$ cat config.mk
export PLATFORM = sky130hd
export DESIGN_NAME = lsu_dcache_req_dispatch
export DESIGN_NICKNAME = d
export VERILOG_FILES = /design/src/rtl/lsu_dcache_req_dispatch_pkg.sv /design/src/rtl/lsu_dcache_req_dispatch_sat.sv /design/src/rtl/lsu_dcache_req_dispatch.sv
export SDC_FILE = /design/constraint.sdc
export NUM_CORES = 1
export LEC_CHECK = 0
export ABC_AREA = 1
export CAP_MARGIN = 20
export CORE_AREA = 2 2 245 247
export CTS_BUF_LIST = sky130_fd_sc_hd__clkbuf_2 sky130_fd_sc_hd__clkbuf_4 sky130_fd_sc_hd__clkbuf_8
export CTS_CLUSTER_DIAMETER = 120
export DETAILED_ROUTE_END_ITERATION = 12
export DIE_AREA = 0 0 247 249
export PLACE_DENSITY = 0.46
export SLEW_MARGIN = 15
export SYNTH_ARGS = -nofsm -noshare
export SYNTH_HDL_FRONTEND = slang
export SYNTH_SLANG_ARGS = --single-unit
$ cat constraint.sdc
create_clock -name clk -period 2.4 [get_ports clk]
set_input_delay 0.48 -clock clk [delete_from_list [all_inputs] [get_ports clk]]
set_output_delay 0.48 -clock clk [all_outputs]
set_load 0.05 [all_outputs]
$ cat src/rtl/lsu_dcache_req_dispatch_pkg.sv
// Shared definitions for the LSU-to-dcache request path: default widths,
// the per-lane request payload and the dispatcher occupancy state.
package lsu_dcache_req_dispatch_pkg;

  localparam int unsigned LSU_NUM_REQS   = 4;
  localparam int unsigned LSU_WORD_SIZE  = 4;
  localparam int unsigned LSU_ADDR_WIDTH = 30;
  localparam int unsigned LSU_TAG_WIDTH  = 8;
  localparam int unsigned LSU_PERF_WIDTH = 32;

  typedef struct packed {
    logic [LSU_WORD_SIZE-1:0]   byteen;
    logic [LSU_ADDR_WIDTH-1:0]  addr;
    logic [8*LSU_WORD_SIZE-1:0] data;
  } lane_payload_t;

  typedef enum logic {
    ST_IDLE = 1'b0,
    ST_BUSY = 1'b1
  } busy_state_t;

endpackage

$ cat src/rtl/lsu_dcache_req_dispatch_sat.sv
// Saturating up-counter with async active-low reset, used for stall
// accounting; sticks at all-ones instead of wrapping.
module lsu_sat_counter
  import lsu_dcache_req_dispatch_pkg::*;
#(
  parameter int unsigned WIDTH = LSU_PERF_WIDTH
) (
  input  logic             clk,
  input  logic             reset_n,
  input  logic             inc,
  output logic [WIDTH-1:0] count
);

  localparam logic [WIDTH-1:0] ONE = WIDTH'(1);

  always_ff @(posedge clk or negedge reset_n) begin
    if (!reset_n) begin
      count <= '0;
    end else if (inc && (count != '1)) begin
      count <= count + ONE;
    end
  end

endmodule

$ cat src/rtl/lsu_dcache_req_dispatch.sv
// Holds one warp-wide memory request and presents it to the dcache lanes,
// retiring lanes independently and pulsing done once every active lane is taken.
module lsu_dcache_req_dispatch
  import lsu_dcache_req_dispatch_pkg::*;
#(
  parameter int unsigned NUM_REQS   = LSU_NUM_REQS,
  parameter int unsigned WORD_SIZE  = LSU_WORD_SIZE,
  parameter int unsigned ADDR_WIDTH = LSU_ADDR_WIDTH,
  parameter int unsigned TAG_WIDTH  = LSU_TAG_WIDTH,
  parameter int unsigned PERF_WIDTH = LSU_PERF_WIDTH
) (
  input  logic                              clk,
  input  logic                              reset_n,
  input  logic                              in_valid,
  input  logic [NUM_REQS-1:0]               in_mask,
  input  logic                              in_rw,
  input  logic [NUM_REQS*WORD_SIZE-1:0]     in_byteen,
  input  logic [NUM_REQS*ADDR_WIDTH-1:0]    in_addr,
  input  logic [NUM_REQS*8*WORD_SIZE-1:0]   in_data,
  input  logic [TAG_WIDTH-1:0]              in_tag,
  output logic                              in_ready,
  output logic [NUM_REQS-1:0]               dc_valid,
  output logic [NUM_REQS-1:0]               dc_rw,
  output logic [NUM_REQS*WORD_SIZE-1:0]     dc_byteen,
  output logic [NUM_REQS*ADDR_WIDTH-1:0]    dc_addr,
  output logic [NUM_REQS*8*WORD_SIZE-1:0]   dc_data,
  output logic [NUM_REQS*TAG_WIDTH-1:0]     dc_tag,
  input  logic [NUM_REQS-1:0]               dc_ready,
  output logic                              done_valid,
  output logic [TAG_WIDTH-1:0]              done_tag,
  output logic [PERF_WIDTH-1:0]             perf_stall_cycles
);

  busy_state_t                       state_q;
  logic [NUM_REQS-1:0]               pending_q;
  logic                              rw_q;
  logic [NUM_REQS*WORD_SIZE-1:0]     byteen_q;
  logic [NUM_REQS*ADDR_WIDTH-1:0]    addr_q;
  logic [NUM_REQS*8*WORD_SIZE-1:0]   data_q;
  logic [TAG_WIDTH-1:0]              tag_q;

  logic                              busy;
  logic [NUM_REQS-1:0]               fire;
  logic                              last_fire;
  logic                              accept;
  logic                              stall;

  assign busy      = (state_q == ST_BUSY);
  assign dc_valid  = busy ? pending_q : '0;
  assign fire      = dc_valid & dc_ready;
  assign last_fire = busy && ((pending_q & ~fire) == '0);
  assign in_ready  = !busy || last_fire;
  assign accept    = in_valid && in_ready;
  // pending is only empty while busy when a zero-mask request is parked behind a retiring one
  assign stall     = busy && (fire == '0) && (pending_q != '0);

  assign dc_rw     = {NUM_REQS{rw_q}};
  assign dc_tag    = {NUM_REQS{tag_q}};
  assign dc_byteen = byteen_q;
  assign dc_addr   = addr_q;
  assign dc_data   = data_q;

  always_ff @(posedge clk or negedge reset_n) begin
    if (!reset_n) begin
      state_q    <= ST_IDLE;
      pending_q  <= '0;
      rw_q       <= 1'b0;
      byteen_q   <= '0;
      addr_q     <= '0;
      data_q     <= '0;
      tag_q      <= '0;
      done_valid <= 1'b0;
      done_tag   <= '0;
    end else begin
      done_valid <= 1'b0;

      if (last_fire) begin
        done_valid <= 1'b1;
        done_tag   <= tag_q;
        state_q    <= ST_IDLE;
        pending_q  <= '0;
      end else if (busy) begin
        pending_q  <= pending_q & ~fire;
      end

      if (accept) begin
        if (in_mask != '0) begin
          state_q   <= ST_BUSY;
          pending_q <= in_mask;
          rw_q      <= in_rw;
          byteen_q  <= in_byteen;
          addr_q    <= in_addr;
          data_q    <= in_data;
          tag_q     <= in_tag;
        end else if (last_fire) begin
          // done slot is taken by the retiring request: park the empty one
          // as busy with no lanes so it retires (and pulses) next cycle
          state_q   <= ST_BUSY;
          tag_q     <= in_tag;
        end else begin
          done_valid <= 1'b1;
          done_tag   <= in_tag;
        end
      end
    end
  end

  lsu_sat_counter #(
    .WIDTH (PERF_WIDTH)
  ) u_stall_counter (
    .clk     (clk),
    .reset_n (reset_n),
    .inc     (stall),
    .count   (perf_stall_cycles)
  );

endmodule

======== Word level (Yosys, flattened, before mapping) ========
Index checks and enable logic that the tools add are counted.
storage, ports and cells
  flip-flop bits (word level) ............. 319
  latch bits .............................. 0
  memory bits (writable) .................. 0
  ROM bits ................................ 0
  input port bits ......................... 284
  output and inout bits ................... 346
  logic and storage cells ................. 48
  memories ................................ 0
operators by class
  add/sub/neg operators ................... 1
  multiply operators ...................... 0
  div/mod/pow operators ................... 0
  magnitude comparators ................... 0
  eq/ne operators ......................... 1
  shifts and indexed selects .............. 0
  mux-type cells .......................... 19
  bitwise operators ....................... 3
  reductions and logical operators ........ 14
operator list
  kind                   number
  $mux 8                 6
  $add 32x1->32 const B  1
  $ne 32x32->1 const B   1
  $mux 4                 5
  $and 4x4->4            2
  $logic_not 4->1        2
  $mux 1                 8
  $reduce_bool 4->1      2
  $logic_and 1x1->1      5
  $not 4->4              1
  $reduce_and 2->1       2
  $reduce_bool 2->1      1
  $logic_not 1->1        1
  $logic_or 1x1->1       1

======== Longest topological paths before layout ========
Gate-level depths: netlist of the first run.
  depth after elaboration ................. 10
  mapped depth ............................ 13
  mapped depth without buffers ............ 11

======== Hierarchy ========
A second synthesis of the first run with hierarchy kept.
second synthesis, totals
  cell total of the unflattened synthesis .. 1697
  area total of the unflattened synthesis .. 14101.0 sq um
modules (own cells, without submodules)
  module                   times used  cells each  area an instance (sq um)  seq. area each (sq um)
  lsu_dcache_req_dispatch  1           1364        11910.2                   7181.9
  lsu_sat_counter          1           333         2190.9                    800.8

======== Worst setup path after synthesis of the first run ========
No wires, ideal clock.
  kind .................................... register -> register
  from .................................... register u_stall_counter.count[0]
  to ...................................... register u_stall_counter.count[16]
  library setup time ...................... 0.120 ns
  arrival ................................. 2.156 ns
  required time ........................... 2.280 ns
  path slack .............................. 0.124 ns
  stages on the path, launching flop included .. 11
  buffers on the path ..................... 1
  clock period less this slack ............ 2.276 ns
  path through ............................ dfrtp_1 ha_1 nand3_1 inv_1 nand2_1 nor2_1 a21oi_1 clkbuf_1 nand2_1 nand2_1 nand2_1
between the ends
  longest elaborated chain between the ends .. 2
  elaborated cells on any way between the ends .. 3
  those cells by class .................... add/sub (1); eq/ne (1); reduce/logical (1)
RTL lines
  item                                                                   line                               source
  from (decl)                                                            lsu_dcache_req_dispatch_sat.sv:11  output logic [WIDTH-1:0] count
  from (signal assigned)                                                 lsu_dcache_req_dispatch_sat.sv:20  count <= count + ONE;
  parallel branches: the longest is 2 deep, another holds $add 32x1->32  n/a
Several ways; the timed one is not identified.
A chain may end at the register's enable or synchronous reset.

======== Final worst setup path of the first run ========
  from .................................... register addr_q[9] (netlist: dc_addr[9])
  to ...................................... output port dc_addr[9]
RTL lines
  item                    line                           source
  from (decl)             lsu_dcache_req_dispatch.sv:38  logic [NUM_REQS*ADDR_WIDTH-1:0] addr_q;
  from (signal assigned)  lsu_dcache_req_dispatch.sv:92  addr_q <= in_addr;
  to (decl)               lsu_dcache_req_dispatch.sv:25  output logic [NUM_REQS*ADDR_WIDTH-1:0] dc_addr,
No word-level cell between the ends.

==> results list, run 1 <==
- Status: finished, final reports clean
- For the worst setup path, the data required time is 1920 ps.
- TritonCTS built the clock tree.
- The critical path goes through clkdlybuf4s50_1.
* Fin worst setup slack: 79.2 ps
* Skew final: 17.9 ps
- In this run the static leakage power is 0.0111 uW.
* Worst IR Drop VDD: 0.797 mV
- After floorplanning, the core was sized to cover 0.0587 sq mm.
- Family with the most delay on the worst path: buffers and inverters
* Crit path largest cell delay: 840 ps
* Compound-gate portion of the synthesized area: 0.827%
- Layout Cell Area excl Fill: 0.0219 sq mm
* Fraction of final layout cells sized beyond drive strength 1: 7.28%
- Final Hold Vio Count: 0
- In this run switching power makes up 52.0% of total power.
* Dominant combinational cell family by area after synthesis: simple AND/OR/NAND/NOR gates
- STA classifies the critical path endpoint as a primary output.
- Number of antenna violations at the first check in global routing: 9
- Final wirelength: 52.9 mm
* Number of filler cells placed in the layout: 6124
- Slowest cell on the critical path: sky130_fd_sc_hd__clkdlybuf4s50_1
* Cell count after synthesis: 1648
- Post-DR vias/cell: 4.10
* Net count after synthesis: 1933
* Via count of the first global-routing pass: 13.1k
* Synthesized-area fraction occupied by xor and xnor cells: 0.781%
- Min-Delay Path Class: primary input to register
- In this run the horizontal extent of the chip is 247 microns.
* Number of distinct library cells after synthesis: 22
* Clock Tree Root: sky130_fd_sc_hd__clkbuf_8
* Top-level port count: 630
- Rel. slew slack: 53.6%
- In this run the power density over the cells is 1640 mW/mm^2.
- After legalization and detailed placement, the total HPWL measured 39.9 mm.
* Placement row count: 89
- Mean cell area of the mapped netlist: 8.17 sq um
* Area growth from synthesis to layout: 62.5%
- Derived from the worst setup path, the maximum achievable clock frequency is 0.431 GHz.
- Buffers placed on the I/O ports in this run total 629.
- Per report_power, the clock group accounts for 15.4% of the total.
- Leaving out fill and tap cells, the most frequent cell in the layout is sky130_fd_sc_hd__nand2_1.
- Counting both buffers and inverters, the worst setup path holds a total of 1.
- The setup path with the least slack is of type register to primary output.
* Slew at the pin with the worst max-slew slack: 699 ps
- Setup repair after global routing missed its margin: false
- Global-route total usage across every layer: 16.8%
* DRC viols: 0
- Summing the areas of all and, or, nand and nor instances in the mapped netlist gives 33.3% of the synthesized area.
- During synthesis, Yosys emitted a total of 0 warnings.
* Dpl cell area: 0.0207 sq mm
* Combinational fraction of design power: 58.4%
- Clock-pin transition on the worst setup and hold timing paths: 60 ps
- Wire per inst: 17.0 microns
- Fin crit share: 96.7%
* Clock Latency Late Sink: 640 ps
- Of the total synthesized cell area, the portion taken by full adders, half adders and majority gates is 0.0930%.
- Startpoint of the worst hold path: in_addr[76]
- Crit path launch: dc_addr[9]$_DFFE_PN0P_
- Internal power consumption: 17200 uW
- Starting Density: 22.9%
- Critical path launch point type: register
- The tree built by TritonCTS fans out to 319 sinks.
- Number of endpoints failing setup at the final stage: 0
- At the end of the flow, the number of nets in the layout was 2580.
- In this run the critical register-to-register path is launched from u_stall_counter.count[0]$_DFFE_PN0P_.
- In this run the remaining antenna-violating nets after routing total 0.
- Switching power total: 18600 uW
* Die Y-Extent: 249 microns
- The first detailed-routing pass took 4 iterations.
* Placement-stage worst setup slack: -24.9 ps
- In this run, CTS created clock tree buffers numbering 58.
- Overall via count from detail_route: 12.8k
* Max-capacitance violation count: 0
- Time the worst path needs with I/O delays and setup: 2320 ps
- Counting flops and latches in the post-synthesis netlist gives 319.
- Pins Over Slew Limit: 0
- The H-tree was split into 2 levels.
- Netlist area before placement: 0.0135 sq mm
* First-pass GRT wire length: 79.3 mm
* Sequential cell area fraction in the yosys report: 59.3%
- Multiplexer share of the synthesized area: 0%
- In this run the deepest clock path goes through 3 buffers.
* Max Fanout on Critical Path: 2
- STA puts the critical path data arrival time at 1840 ps.
- Maximum number of pins on one net before global-route repair: 60
* Commonest cells after routing, fill and taps aside: 1064 x sky130_fd_sc_hd__nand2_1, 505 x sky130_fd_sc_hd__clkdlybuf4s50_1, 318 x sky130_fd_sc_hd__dfrtp_1, 108 x sky130_fd_sc_hd__dlygate4sd2_1, 75 x sky130_fd_sc_hd__clkbuf_8
* Drt first-iter violations: 664
- In this run, flip-flops and latches consume 26.2% of the power.
- At the end of routability-driven placement, the weighted congestion stood at 0.876.
- Overflow after GRT: 0
- Total Die Area: 0.0615 sq mm
==> cells by family after synthesis <==
| group | after synthesis |
|---|---|
| flops | 319 |
| simple gates | 1163 |
| compound gates | 20 |
| buf+inv | 133 |
| xor+xnor | 12 |
| fa+ha+maj | 1 |
==> sequential cells by signal, indices dropped and copies added, names as in the netlist <==
register,cells
dc_data,128
dc_addr,120
u_stall_counter.count,32
dc_byteen,16
done_tag,8
tag_q,8
pending_q,4
busy,1
done_valid,1
rw_q,1
==> final timing paths <==
check	to	depth (start not counted)	slack, ps
worst max register to register	u_stall_counter.count[19]$_DFFE_PN0P_	9	240
worst min register to register	dc_data[99]$_DFFE_PN0P_	2	460
min in group asynchronous	dc_data[62]$_DFFE_PN0P_	2	380
worst max-delay path	dc_addr[9]	1	80
worst min-delay path	dc_addr[76]$_DFFE_PN0P_	3	370
max in group asynchronous	dc_data[103]$_DFFE_PN0P_	3	1210
==> metal layers <==
metal | part of all wire (%) | vias up | track usage [%]
met5 | 0.023 | - | 0
met4 | 2.2 | 2 | 5.27
met3 | 7.1 | 78 | 4.55
met2 | 51 | 394 | 29.5
met1 | 40 | 6003 | 19.8
li1 | - | 6276 | -
==> cells in the mapped netlist <==
cell,count,area [sq um]
sky130_fd_sc_hd__a21oi_1,2,10.0
sky130_fd_sc_hd__buf_2,29,145
sky130_fd_sc_hd__buf_4,61,458
sky130_fd_sc_hd__clkbuf_1,6,22.5
sky130_fd_sc_hd__dfrtp_1,319,7980
sky130_fd_sc_hd__ha_1,1,12.5
sky130_fd_sc_hd__inv_1,35,131
sky130_fd_sc_hd__inv_2,2,7.51
sky130_fd_sc_hd__nand2_1,1066,4000
sky130_fd_sc_hd__nand2_4,1,11.3
sky130_fd_sc_hd__nand3_1,34,170
sky130_fd_sc_hd__nand3b_1,6,45.0
sky130_fd_sc_hd__nand4_1,4,25.0
sky130_fd_sc_hd__nor2_1,35,131
sky130_fd_sc_hd__nor2_2,1,6.26
sky130_fd_sc_hd__nor2_4,1,11.3
sky130_fd_sc_hd__nor3_1,14,70.1
sky130_fd_sc_hd__nor4_2,1,12.5
sky130_fd_sc_hd__o21ai_0,17,85.1
sky130_fd_sc_hd__o21ai_4,1,16.3
sky130_fd_sc_hd__xnor2_1,5,43.8
sky130_fd_sc_hd__xor2_1,7,61.3
==> layout make-up <==
class                           count  area (sq um)  share of cell area (%)
Inverter                           37           146                   0.669
Clock inverter                     11           108                   0.492
Sequential cell                   319          7980                    36.5
Antenna cell                        7          17.5                  0.0801
Multi-Input combinational cell   1196          4720                    21.6
Tap cell                          773           967                    4.42
Timing Repair Buffer              683          6800                    31.1
Clock buffer                       88          1130                    5.16
==> worst reg2reg max path, stage by stage, from the launching register on <==
cell,delay [ps]
sky130_fd_sc_hd__dfrtp_1,480
sky130_fd_sc_hd__ha_1,260
sky130_fd_sc_hd__nand3_1,230
sky130_fd_sc_hd__inv_1,170
sky130_fd_sc_hd__nand2_1,160
sky130_fd_sc_hd__nor2_2,270
sky130_fd_sc_hd__a21oi_2,110
sky130_fd_sc_hd__buf_12,190
sky130_fd_sc_hd__nand2_1,90
sky130_fd_sc_hd__o21ai_0,70
==> power by group through the flow <==
| stage | Combinational (uW) | Clock (uW) | Sequential [uW] |
|---|---|---|---|
| floorplan | 5520 | 0 | 17500 |
| global placement | 21600 | 0 | 9420 |
| detailed placement | 21600 | 0 | 9470 |
| CTS | 21200 | 5780 | 9420 |
| global route | 22200 | 6020 | 9720 |
| finish | 20900 | 5530 | 9390 |
==> metrics by stage <==
step	std cells	hold slack [ps]	total power, uW	util (%)	setup TNS (ps)
after global routing	3112	322	37900	37.3	0
after floorplan	1648	184	23000	-	0
after global placement	3006	453	31000	35.3	-208
after CTS	3107	298	36400	37.2	0
final	3114	371	35800	37.3	0
after detailed placement	3006	457	31100	35.3	-69.6
==> repair_timing <==
| action | in CTS | in global routing |
|---|---|---|
| pin swaps | 0 | 1 |
| hold endpoints to repair | 48 | 0 |
| endpoints found under the setup margin | 109 | 22 |
| hold buffers | 1 | 0 |
| resized for setup | 109 | 13 |
| setup buffers | 1 | 0 |
| cloned | 0 | 0 |
Power figures use the tool's default switching activity.
==> run 2, diff against run 1 <==
--- a/config.mk
+++ b/config.mk
@@ -6,7 +6,7 @@
 export NUM_CORES = 1
 export LEC_CHECK = 0
 export ABC_AREA = 1
-export CAP_MARGIN = 20
+export CAP_MARGIN = 0
 export CORE_AREA = 2 2 245 247
 export CTS_BUF_LIST = sky130_fd_sc_hd__clkbuf_2 sky130_fd_sc_hd__clkbuf_4 sky130_fd_sc_hd__clkbuf_8
 export CTS_CLUSTER_DIAMETER = 120
==> results of run 2 <==
Final layout, timing and power as in run 1 (identical DEF).
